**src/rtl/dcache_readback.sv**
```systemverilog
// Streams a burst of words out of the data memory: one read per word, each word
// held on a valid/ready output until the consumer accepts it.
module dcache_readback #(
  parameter int ADDR_W = 32,
  parameter int DATA_W = 32,
  parameter int CNT_W  = 16
) (
  input  logic              clk,
  input  logic              rst,
  input  logic              start,
  input  logic [ADDR_W-1:0] base_addr,
  input  logic [CNT_W-1:0]  word_count,
  input  logic              abort,
  output logic              rd_en,
  output logic [ADDR_W-1:0] rd_addr,
  input  logic [DATA_W-1:0] rd_data,
  output logic [DATA_W-1:0] out_data,
  output logic              out_valid,
  input  logic              out_ready,
  output logic              busy,
  output logic              done
);
  typedef enum logic [2:0] {IDLE, ISSUE, CAPTURE, HOLD, FINISH} state_t;

  state_t            state, state_nxt;
  logic [ADDR_W-1:0] addr_cnt, addr_hold;
  logic [CNT_W-1:0]  rem_cnt;

  always_comb begin
    state_nxt = state;
    case (state)
      IDLE:    if (start) state_nxt = (word_count == '0) ? FINISH : ISSUE;
      ISSUE:   state_nxt = CAPTURE;
      CAPTURE: state_nxt = HOLD;
      // rem_cnt was already decremented in CAPTURE for the word now held
      HOLD:    if (out_ready) state_nxt = (rem_cnt == '0) ? FINISH : ISSUE;
      FINISH:  state_nxt = IDLE;
      default: state_nxt = IDLE;
    endcase
    if (abort && state != IDLE) state_nxt = IDLE;
  end

  // rd_addr shows the live counter while reading, else the last issued address
  assign rd_en   = (state == ISSUE);
  assign rd_addr = rd_en ? addr_cnt : addr_hold;
  assign busy    = (state != IDLE);
  assign done    = (state == FINISH) && !abort;

  always_ff @(posedge clk or negedge rst) begin
    if (!rst) begin
      state     <= IDLE;
      addr_cnt  <= '0;
      addr_hold <= '0;
      rem_cnt   <= '0;
      out_data  <= '0;
      out_valid <= 1'b0;
    end else begin
      state <= state_nxt;
      case (state)
        IDLE: if (start) begin
          addr_cnt <= base_addr;
          rem_cnt  <= word_count;
        end
        ISSUE: addr_hold <= addr_cnt;
        CAPTURE: if (!abort) begin
          out_data  <= rd_data;
          out_valid <= 1'b1;
          addr_cnt  <= addr_cnt + ADDR_W'(1);
          rem_cnt   <= rem_cnt - CNT_W'(1);
        end
        HOLD: if (out_ready || abort) out_valid <= 1'b0;
        default: ;
      endcase
    end
  end
endmodule

```
**config.mk**
```make
export PLATFORM = sky130hd
export DESIGN_NAME = dcache_readback
export DESIGN_NICKNAME = d
export VERILOG_FILES = /design/src/rtl/dcache_readback.sv
export SDC_FILE = /design/constraint.sdc
export NUM_CORES = 1
export LEC_CHECK = 0
export BUFFER_PORTS_ARGS = -buffer_cell sky130_fd_sc_hd__buf_2
export CORE_MARGIN = 10
export CORE_UTILIZATION = 45
export DETAILED_ROUTE_END_ITERATION = 10
export PLACE_DENSITY = 0.67
export SYNTH_ARGS = -nofsm -noshare
export SYNTH_HDL_FRONTEND = slang
export SYNTH_SLANG_ARGS = --single-unit
export TNS_END_PERCENT = 30
```
**constraint.sdc**
```tcl
create_clock -name clk -period 5.6 [get_ports clk]
set_input_delay 0.84 -clock clk [delete_from_list [all_inputs] [get_ports clk]]
set_output_delay 0.84 -clock clk [all_outputs]
set_load 0.02 [all_outputs]
```
# Yosys cells after proc, flatten, opt, wreduce, memory -nomap -nowiden
# Cells that the tools add are included.
# word_totals
word_cells	48
reg_bits	116
ram_bits	0
rom_bits	0
out_inout_bits	68
memories	0
input_bits	85
latch_bits	0
# classes
magnitude_cmp	0
n_reduce_logical	14
n_eq_ne	9
muxes	16
n_bitwise	1
n_mul	0
shifts	0
div_mod_pow	0
addsub	2
# ops
operator	count
32-bit 2-to-1 mux	3
32-bit case mux with 2 select lines	1
32-bit by 1-bit adder with 32-bit output (second input constant)	1
16-bit zero test	2
16-bit 2-to-1 mux	2
16-bit case mux with 2 select lines	1
16-bit by 1-bit subtractor with 16-bit output (second input constant)	1
3-bit 2-to-1 mux	5
3-bit case mux with 4 select lines	1
3-bit by 2-bit == test with 1-bit output (second input constant)	2
2-bit inequality test (second input constant)	3
3-bit inequality test (second input constant)	2
3-bit AND reduction	2
2-bit AND reduction	2
2-bit nonzero test	2
3-bit by 1-bit == test with 1-bit output (second input constant)	1
3-bit == test (second input constant)	1
3-bit zero test	1
3-bit nonzero test	1
1-bit logical AND	2
1-bit 2-to-1 mux	2
1-bit case mux with 2 select lines	1
1-bit zero test	1
1-bit logical OR	1
1-bit inverter	1

# Depth between registers and ports, before layout
# Gate-level depths: netlist of run 1.
# depth
depth_word	5
depth_mapped	8
depth_no_buf	7

# Least setup slack after synthesis of run 1
# Ideal clock, no wire load.
# synth_timing
path_kind	flip-flop to output port
startpoint	reg state[1]
endpoint	out rd_addr[22]
n_path_buf	3
stages_incl_launch_ff	6
setup_slack_ns	2.862
arrival_ns	1.898
t_required_ns	4.760
cell_sequence	dfrtp_1 > buf_2 > clkbuf_1 > nor2_1 > clkbuf_1 > mux2_2
# synth_via
elab_chain_len	2
# synth_lines
item	line_no	rtl
start: declaration	25	state_t state, state_nxt;
start signal: assignment	58	state <= state_nxt;
3-bit by 1-bit == test with 1-bit output	44	assign rd_en = (state == ISSUE);
net rd_en	14	output logic rd_en,
32-bit 2-to-1 mux	45	assign rd_addr = rd_en ? addr_cnt : addr_hold;
end: declaration	15	output logic [ADDR_W-1:0] rd_addr,
# The timed path passes the listed nets, and every way through them passes these cells.

# Worst setup path after layout of run 1
# layout_timing
startpoint	reg state[0]
endpoint	out rd_addr[4]
# layout_via
elab_chain_len	2
# layout_lines
item	line_no
3-bit by 1-bit == test with 1-bit output	44
32-bit 2-to-1 mux	45
# No other way between the ends.

==> impl_metrics.ini, run 1 <==
[synthesis]
netlist-cell-type-count = 58
synth_top_flop_cell = dfrtp_1
synth_edf_count = 0
synth_top_family_by_area = simple AND/OR/NAND/NOR gates
asyncSetResetFlopFracSynth_pct = 100
synth_xor_xnor_area_share_pct = 0
synthMuxAreaShare_pct = 6.61
synth_simple_gate_area_share_pct = 22.7
yosysSeqAreaShare_pct = 50.5
synthAdderAreaFrac_pct = 0.653
synth_compound_area_share_pct = 16.2
syn_inst = 621
ys_warn_count = 0
syn_nets = 709
synth_area_um2 = 5750
ys_ff_latch = 116
avgSynthCellArea_um2 = 9.26

[placement]
gp_congestion = 0.806
place_inst = 911
dpl.hpwl_mm = 11.7
placed_area_um2 = 6640
io_buffers = 152

[clocking]
root_buffer = clkbuf_16
clk_latency_ns = 0.42
numCtsBuffers = 17
cts.repair.resized = 0
cts.sinks = 116
cts_hold_buf = 0
htreeDepth = 4
tritoncts = done
ctsLongestPathBuffers = 2
clk_pin_slew_ns = 0.05
cts_setup_buffers = 0

[cells_and_area]
final_cell_mix = buf_2, nand2_1, dfrtp_1
final_common_cell = buf_2
area_growth_syn_to_layout_pct = 26.3
drive_gt1_share_pct = 30.5
layoutNonFillerInstCount = 945
fin_area_um2 = 7260
nNetsFinal = 846

[detailed_routing]
wl_mm = 16.5
drtIter0Drc = 482
post_drt_wl_per_cell_um = 17.5
dr.pass1.iters = 5
drc = 0
ant_nets = 0
dr_total_vias = 5221
vias_per_cell = 5.52

[grt]
grt_pass1_vias = 5137
groute.usage.overall_pct = 18.7
antenna_found_initial = 1
grt_pass1_wl_mm = 26.8
grt_max_degree = 78
grt.overflow.total = 0

[min_path]
min_path_type = reg -> reg

[pwr]
leakage_uw = 0.00333
p_int_uw = 2780
ir_drop_uv = 316
power.switching_uw = 1970
total_power_uw = 4750
power_density_nw_per_um2 = 654
power_frac_clock_pct = 23.8
p_sw_share_pct = 41.6
combPwrFrac_pct = 42.3
seqPwrFrac_pct = 33.9

[timing]
final_max_slew_viol_count = 0
rsz0062_at_grt = no
max_slew.worst_pin.slew_ns = 1.01
clock_skew_ns = 0.00814
fmax_ghz = 0.287
hold_viol = 0
slew_headroom_pct = 32.4
fin_crit_sh_pct = 62.3
timing.final.crit_period_ns = 3.49
setup_viol = 0
fin_setup_tns_ns = 0

[die]
num_rows = 41
die_height_um = 133
core_um2 = 12600
die_w_um = 133
num_io_pins = 153
start_util_pct = 45.8
fp.dieArea_um2 = 17700

[worst_setup_path]
worstPathMaxFanout = 33
worst_ep_arrival_time_ns = 2.65
worst_setup_path_end_kind = primary output
critical_path_required_ns = 4.76
crit_path_start_kind = register
crit_type = reg -> out

[run]
cap_violations = 0

[run_status]
status = complete, no violations
==> metal layers <==
metal / vias to the layer above / global-route usage [%] / wire length, µm
li1: 2511 / - / -
met1: 2535 / 22.0 / 6810
met2: 147 / 31.6 / 8480
met3: 28 / 4.39 / 824
met4: 0 / 8.31 / 396
met5: - / 0 / 0
==> registers in the layout (all words and copies together), names as in the netlist <==
name and count:
state 3, rem_cnt 16, addr_cnt 32, out_valid 1
addr_hold 32, out_data 32
==> worst max-delay path, cell delays in order, from the launching register on <==
cell	delay (ns)
dfrtp_1	0.65
nand2b_1	0.19
nor2_4	0.78
mux2_2	0.43
buf_2	0.16
==> layout make-up <==
cell class | instances | area [µm²]
timing repair buffer | 158 | 808
clock inverter | 8 | 121
sequential | 116 | 2900
clock buffer | 24 | 502
fill | 1141 | 5300
multi-input combinational | 457 | 2680
inverter | 8 | 30.0
antenna | 2 | 5.00
tap | 172 | 215
==> synthesized netlist by cell type (2+ instances only) <==
library cell | instances | area [µm²]
or3b_2 | 2 | 17.5
inv_1 | 8 | 30.0
a211oi_1 | 2 | 15.0
nand2b_1 | 2 | 12.5
mux2_2 | 32 | 360
o41ai_1 | 2 | 17.5
ha_1 | 3 | 37.5
nor2b_1 | 2 | 12.5
or3_1 | 6 | 37.5
nor3_1 | 10 | 50.1
dfrtp_1 | 116 | 2900
a31oi_1 | 5 | 31.3
o22ai_1 | 14 | 87.6
nand2_1 | 144 | 541
mux2i_1 | 2 | 20.0
buf_2 | 11 | 55.1
o22a_1 | 3 | 26.3
a41oi_1 | 2 | 17.5
nor2_1 | 36 | 135
a2bb2oi_1 | 12 | 105
a22oi_1 | 5 | 37.5
a32oi_1 | 3 | 26.3
o311ai_0 | 4 | 35.0
a21oi_1 | 42 | 210
and2_1 | 2 | 12.5
clkbuf_1 | 25 | 93.8
or4_1 | 3 | 22.5
o21ai_0 | 36 | 180
buf_1 | 4 | 15.0
nand4_1 | 7 | 43.8
nor4b_1 | 2 | 17.5
o211ai_1 | 3 | 22.5
nand3_1 | 25 | 125
and3_1 | 11 | 68.8
o21a_1 | 3 | 22.5
nand3_2 | 2 | 20.0
nor4_1 | 9 | 56.3
==> per-stage QoR <==
| step | hold WS, ns | setup slack, ns | utilization [%] |
|---|---|---|---|
| after floorplan | 0.451 | 2.86 | - |
| after global placement | 0.453 | 2.60 | 52.8 |
| after detailed placement | 0.457 | 2.52 | 52.8 |
| after CTS | 0.471 | 2.07 | 57.8 |
| after global routing | 0.488 | 1.92 | 57.8 |
| final | 0.465 | 2.11 | 57.8 |
==> final timing paths <==
kind | startpoint | to | slack [ns] | cells after the start
hold reg to reg | out_data[22] | out_data[22] | 0.47 | 2
setup / recovery | state[0] | rd_addr[4] | 2.11 | 4
setup reg to reg | state[1] | addr_cnt[17] | 2.89 | 6
hold / removal | out_data[22] | out_data[22] | 0.47 | 2
max in group asynchronous | rst | rem_cnt[12] | 3.90 | 2
min in group asynchronous | rst | addr_cnt[5] | 0.59 | 1
==> kinds of logic after synthesis <==
family	Yosys count
AO/OA/AOI/OAI	146
adder cells (fa/ha/maj)	3
buffers and inverters	48
flip-flops	116
multiplexers	34
AND/OR/NAND/NOR	274
==> power groups by stage <==
| stage | registers (µW) | clock network (µW) | logic [µW] |
|---|---|---|---|
| after floorplan | 1630 | 0 | 1350 |
| after global placement | 1600 | 0 | 1970 |
| after detailed placement | 1620 | 0 | 2020 |
| after CTS | 1610 | 1140 | 2030 |
| after global routing | 1670 | 1190 | 2220 |
| final | 1610 | 1130 | 2010 |
Power figures use the tool's default switching activity.
==> run 2, diff against run 1 <==
- clock period: 5.6 -> 3.5 ns (I/O delays scaled with it)
==> impl_metrics.ini, run 2 (same netlist as run 1, synthesis figures left out) <==
[run_status]
status = complete, no violations

[pwr]
seqPwrFrac_pct = 33.2
power.switching_uw = 3210
ir_drop_uv = 554
leakage_uw = 0.00336
p_int_uw = 4520
power_frac_clock_pct = 23.8
p_sw_share_pct = 41.5
combPwrFrac_pct = 42.9
power_density_nw_per_um2 = 1060

[grt]
groute.usage.overall_pct = 18.9
grt_pass1_vias = 5276
grt.overflow.total = 0
grt_pass1_wl_mm = 27.4
grt_max_degree = 69
antenna_found_initial = 0

[worst_setup_path]
rr_startpoint = state[1]
critical_path_required_ns = 2.97
r2r_cells = 7
crit_path_top_delay_cell = dfrtp_1
worst_ep_arrival_time_ns = 2.45
cpLargestDelayFamily = flip-flops
worstPathMaxFanout = 20
slowest_delay_ns = 0.65
worst_setup_path_end_kind = primary output
crit_path_start_kind = register
reg2reg_slack_ns = 0.99
crit_chain = nand2b_1 -> nor2_4 -> buf_12 -> mux2_2 -> buf_2
r2r-end = rem_cnt[10]
crit_type = reg -> out
critical_path_buf_inv_count = 2

[detailed_routing]
ant_nets = 0
wl_mm = 16.8
drc = 0
vias_per_cell = 5.53
post_drt_wl_per_cell_um = 17.8
dr.pass1.iters = 5
dr_total_vias = 5242
drtIter0Drc = 524

[timing]
fin_crit_sh_pct = 85.0
slew_headroom_pct = 39.0
final_max_slew_viol_count = 0
timing.final.crit_period_ns = 2.97
setup_viol = 0
rsz0062_at_grt = no
fin_setup_tns_ns = 0
clock_skew_ns = 0.00737
hold_viol = 0
fmax_ghz = 0.336
max_slew.worst_pin.slew_ns = 0.915
holdWs_ns = 0.249

[die]
fp.dieArea_um2 = 17700
num_rows = 41
core_um2 = 12600
start_util_pct = 45.8
die_height_um = 133
die_w_um = 133
num_io_pins = 153

[min_path]
min_path_type = in -> async

[cells_and_area]
area_growth_syn_to_layout_pct = 27.4
fin_area_um2 = 7330
nNetsFinal = 851
final_common_cell = buf_2
fin_util_pct = 58.3
final_cell_mix = buf_2, nand2_1, dfrtp_1
antenna_cells = 0
fillers = 1118
drive_gt1_share_pct = 30.8
top_regs = addr_cnt: 32 flops, addr_hold: 32 flops, out_data: 32 flops

[clocking]
root_buffer = clkbuf_16
clk_latency_ns = 0.41
clk_pin_slew_ns = 0.05
tritoncts = done
numCtsBuffers = 17
htreeDepth = 4
cts_setup_buffers = 0
ctsLongestPathBuffers = 2
cts.repair.resized = 0
cts.sinks = 116
cts_hold_buf = 0

[placement]
gp_congestion = 0.888
dpl.hpwl_mm = 12.0
placed_area_um2 = 6700
io_buffers = 152

[run]
cap_violations = 0
## run 2: final cells by class
type	count	area [µm²]	area share [%]
repair buffers	163	871	11.9
well taps	172	215	2.94
flip-flops and latches	116	2900	39.6
inverters	8	30.0	0.410
clock buffers	23	478	6.52
multi-input cells	457	2680	36.6
clock inverters	9	150	2.05
## run 2: worst reg2reg max path: stages (launching register included)
cell and delay, ns:
dfrtp_1 0.73, nor3_1 0.22, a2111oi_4 0.50, buf_4 0.34, buf_4 0.31, o21ai_0 0.13, nand2_1 0.09, o21ai_0 0.08
## run 2: stage by stage
step / worst slack [ns] / power (µW) / cells
after floorplan: 1.08 / 4760 / 621
final: 0.527 / 7730 / 948
after detailed placement: 0.973 / 5910 / 916
after CTS: 0.529 / 7790 / 948
after global routing: 0.403 / 8260 / 948
after global placement: 1.03 / 5790 / 916
## run 2: layer usage
| layer | track usage, % | wire, µm |
|---|---|---|
| met5 | 0 | 0 |
| met3 | 5.22 | 907 |
| met4 | 6.97 | 404 |
| met2 | 32.0 | 8630 |
| met1 | 22.5 | 6900 |
## run 2: how the worst max path moves through the flow
stage	cells after the start	start	to	slack [ns]
after floorplan	5	state[1]	rd_addr[22]	1.08
after global placement	5	state[0]	rd_addr[3]	1.03
after detailed placement	5	state[0]	rd_addr[2]	0.97
after CTS	5	state[0]	rd_addr[2]	0.53
after global routing	5	state[0]	rd_addr[11]	0.40
final	5	state[0]	rd_addr[8]	0.53
## run 2: power groups by stage
stage / sequential (µW) / clock [µW] / combinational (µW)
6_report: 2570 / 1840 / 3320
3_5_place_dp: 2580 / 0 / 3330
4_1_cts: 2560 / 1870 / 3350
5_1_grt: 2670 / 1940 / 3650
3_3_place_gp: 2550 / 0 / 3240
2_1_floorplan: 2600 / 0 / 2160
==> run 3, diff against run 2 <==
- clock period: 3.5 -> 3.1 ns (I/O delays scaled with it)
==> impl_metrics.ini, run 3 (same netlist as run 1, synthesis figures left out) <==
[worst_setup_path]
crit_chain = nand2b_1 -> nor2_4 -> buf_4 -> mux2_2 -> buf_2
worst_setup_path_end_kind = primary output
slowest_delay_ns = 0.67
crit_type = reg -> out
crit_path_top_delay_cell = dfrtp_1
r2r-end = addr_cnt[23]
reg2reg_slack_ns = 0.69
crit_path_start_kind = register
critical_path_required_ns = 2.63
critical_path_buf_inv_count = 2
rr_startpoint = state[1]
r2r_cells = 6
worstPathMaxFanout = 20
worst_ep_arrival_time_ns = 2.28
cpLargestDelayFamily = flip-flops

[cells_and_area]
nNetsFinal = 853
fin_area_um2 = 7300
top_regs = addr_cnt: 32 flops, addr_hold: 32 flops, out_data: 32 flops
final_cell_mix = buf_2, nand2_1, dfrtp_1
layoutNonFillerInstCount = 950
final_common_cell = buf_2
antenna_cells = 0
area_growth_syn_to_layout_pct = 26.9
drive_gt1_share_pct = 31.2

[timing]
fin_setup_tns_ns = 0
timing.final.crit_period_ns = 2.74
setup_viol = 0
slew_headroom_pct = 49.8
clock_skew_ns = 0.00762
final_max_slew_viol_count = 0
fmax_ghz = 0.364
max_slew.worst_pin.slew_ns = 0.753
fin_crit_sh_pct = 88.5
rsz0062_at_grt = no
hold_viol = 0

[grt]
grt.overflow.total = 0
groute.usage.overall_pct = 18.8
grt_pass1_vias = 5323
grt_max_degree = 58
grt_pass1_wl_mm = 27.1
antenna_found_initial = 0

[clocking]
clk_pin_slew_ns = 0.06
cts.sinks = 116
cts_setup_buffers = 0
htreeDepth = 4
cts.repair.resized = 0
clk_latency_ns = 0.41
numCtsBuffers = 17
tritoncts = done
cts_hold_buf = 0
ctsLongestPathBuffers = 2
root_buffer = clkbuf_16

[pwr]
total_power_uw = 8570
ir_drop_uv = 687
leakage_uw = 0.00335
power_density_nw_per_um2 = 1170

[run]
cap_violations = 0

[detailed_routing]
ant_nets = 0
dr_total_vias = 5217
dr.pass1.iters = 5
drc = 0
drtIter0Drc = 476
vias_per_cell = 5.49
wl_mm = 16.6
post_drt_wl_per_cell_um = 17.5

[die]
num_io_pins = 153
die_height_um = 133
num_rows = 41
die_w_um = 133
fp.dieArea_um2 = 17700
core_um2 = 12600
start_util_pct = 45.8

[placement]
dpl.hpwl_mm = 12.1
place_inst = 918
placed_area_um2 = 6700
io_buffers = 152
gp_congestion = 0.847

[min_path]
min_path_type = in -> async

[run_status]
status = complete, no violations
run 3: layout make-up:
cell class                 instances  area, µm²
clock buffer                      23        498
clock inverter                     9        100
fill                            1078       5270
inverter                           8       30.0
multi-input combinational        457       2680
sequential                       116       2900
tap                              172        215
timing repair buffer             165        873
run 3: routing by layer:
metal | GRT usage, % | share of wire [%] | vias up
met1 | 21.8 | 41 | 2528
met5 | 0 | 0 | -
met2 | 32.2 | 52 | 135
met4 | 8.13 | 2.6 | 0
li1 | - | - | 2523
met3 | 4.47 | 4.6 | 31
run 3: worst max-delay path by stage:
stage	startpoint	endpoint	slack, ns	cells after the start
floorplan	state[1]	rd_addr[22]	0.74	5
global placement	state[1]	addr_cnt[23]	0.73	6
detailed placement	state[1]	rem_cnt[7]	0.71	4
CTS	state[0]	rd_addr[18]	0.34	5
global route	state[0]	rd_addr[11]	0.23	5
finish	state[0]	rd_addr[17]	0.36	5
run 3: worst register-to-register path, cell delays in order (launching register included):
cell and delay, ns:
dfrtp_1 0.73, or3b_2 0.76, nor2_2 0.16, buf_4 0.34
nand2_1 0.10, o21ai_0 0.14, nor2_1 0.06
run 3: report_power, final:
part           switching [µW]  internal (µW)
clock                     667           1280
combinational            2270           1440
sequential                656           2260
total                    3590           4970
run 3: metrics by stage:
step	setup WS [ns]	hold slack [ns]	util (%)
2_1_floorplan	0.737	0.169	-
3_3_place_gp	0.735	0.453	53.3
3_5_place_dp	0.713	0.457	53.3
4_1_cts	0.343	0.140	58.1
5_1_grt	0.234	0.163	58.1
6_report	0.355	0.117	58.1
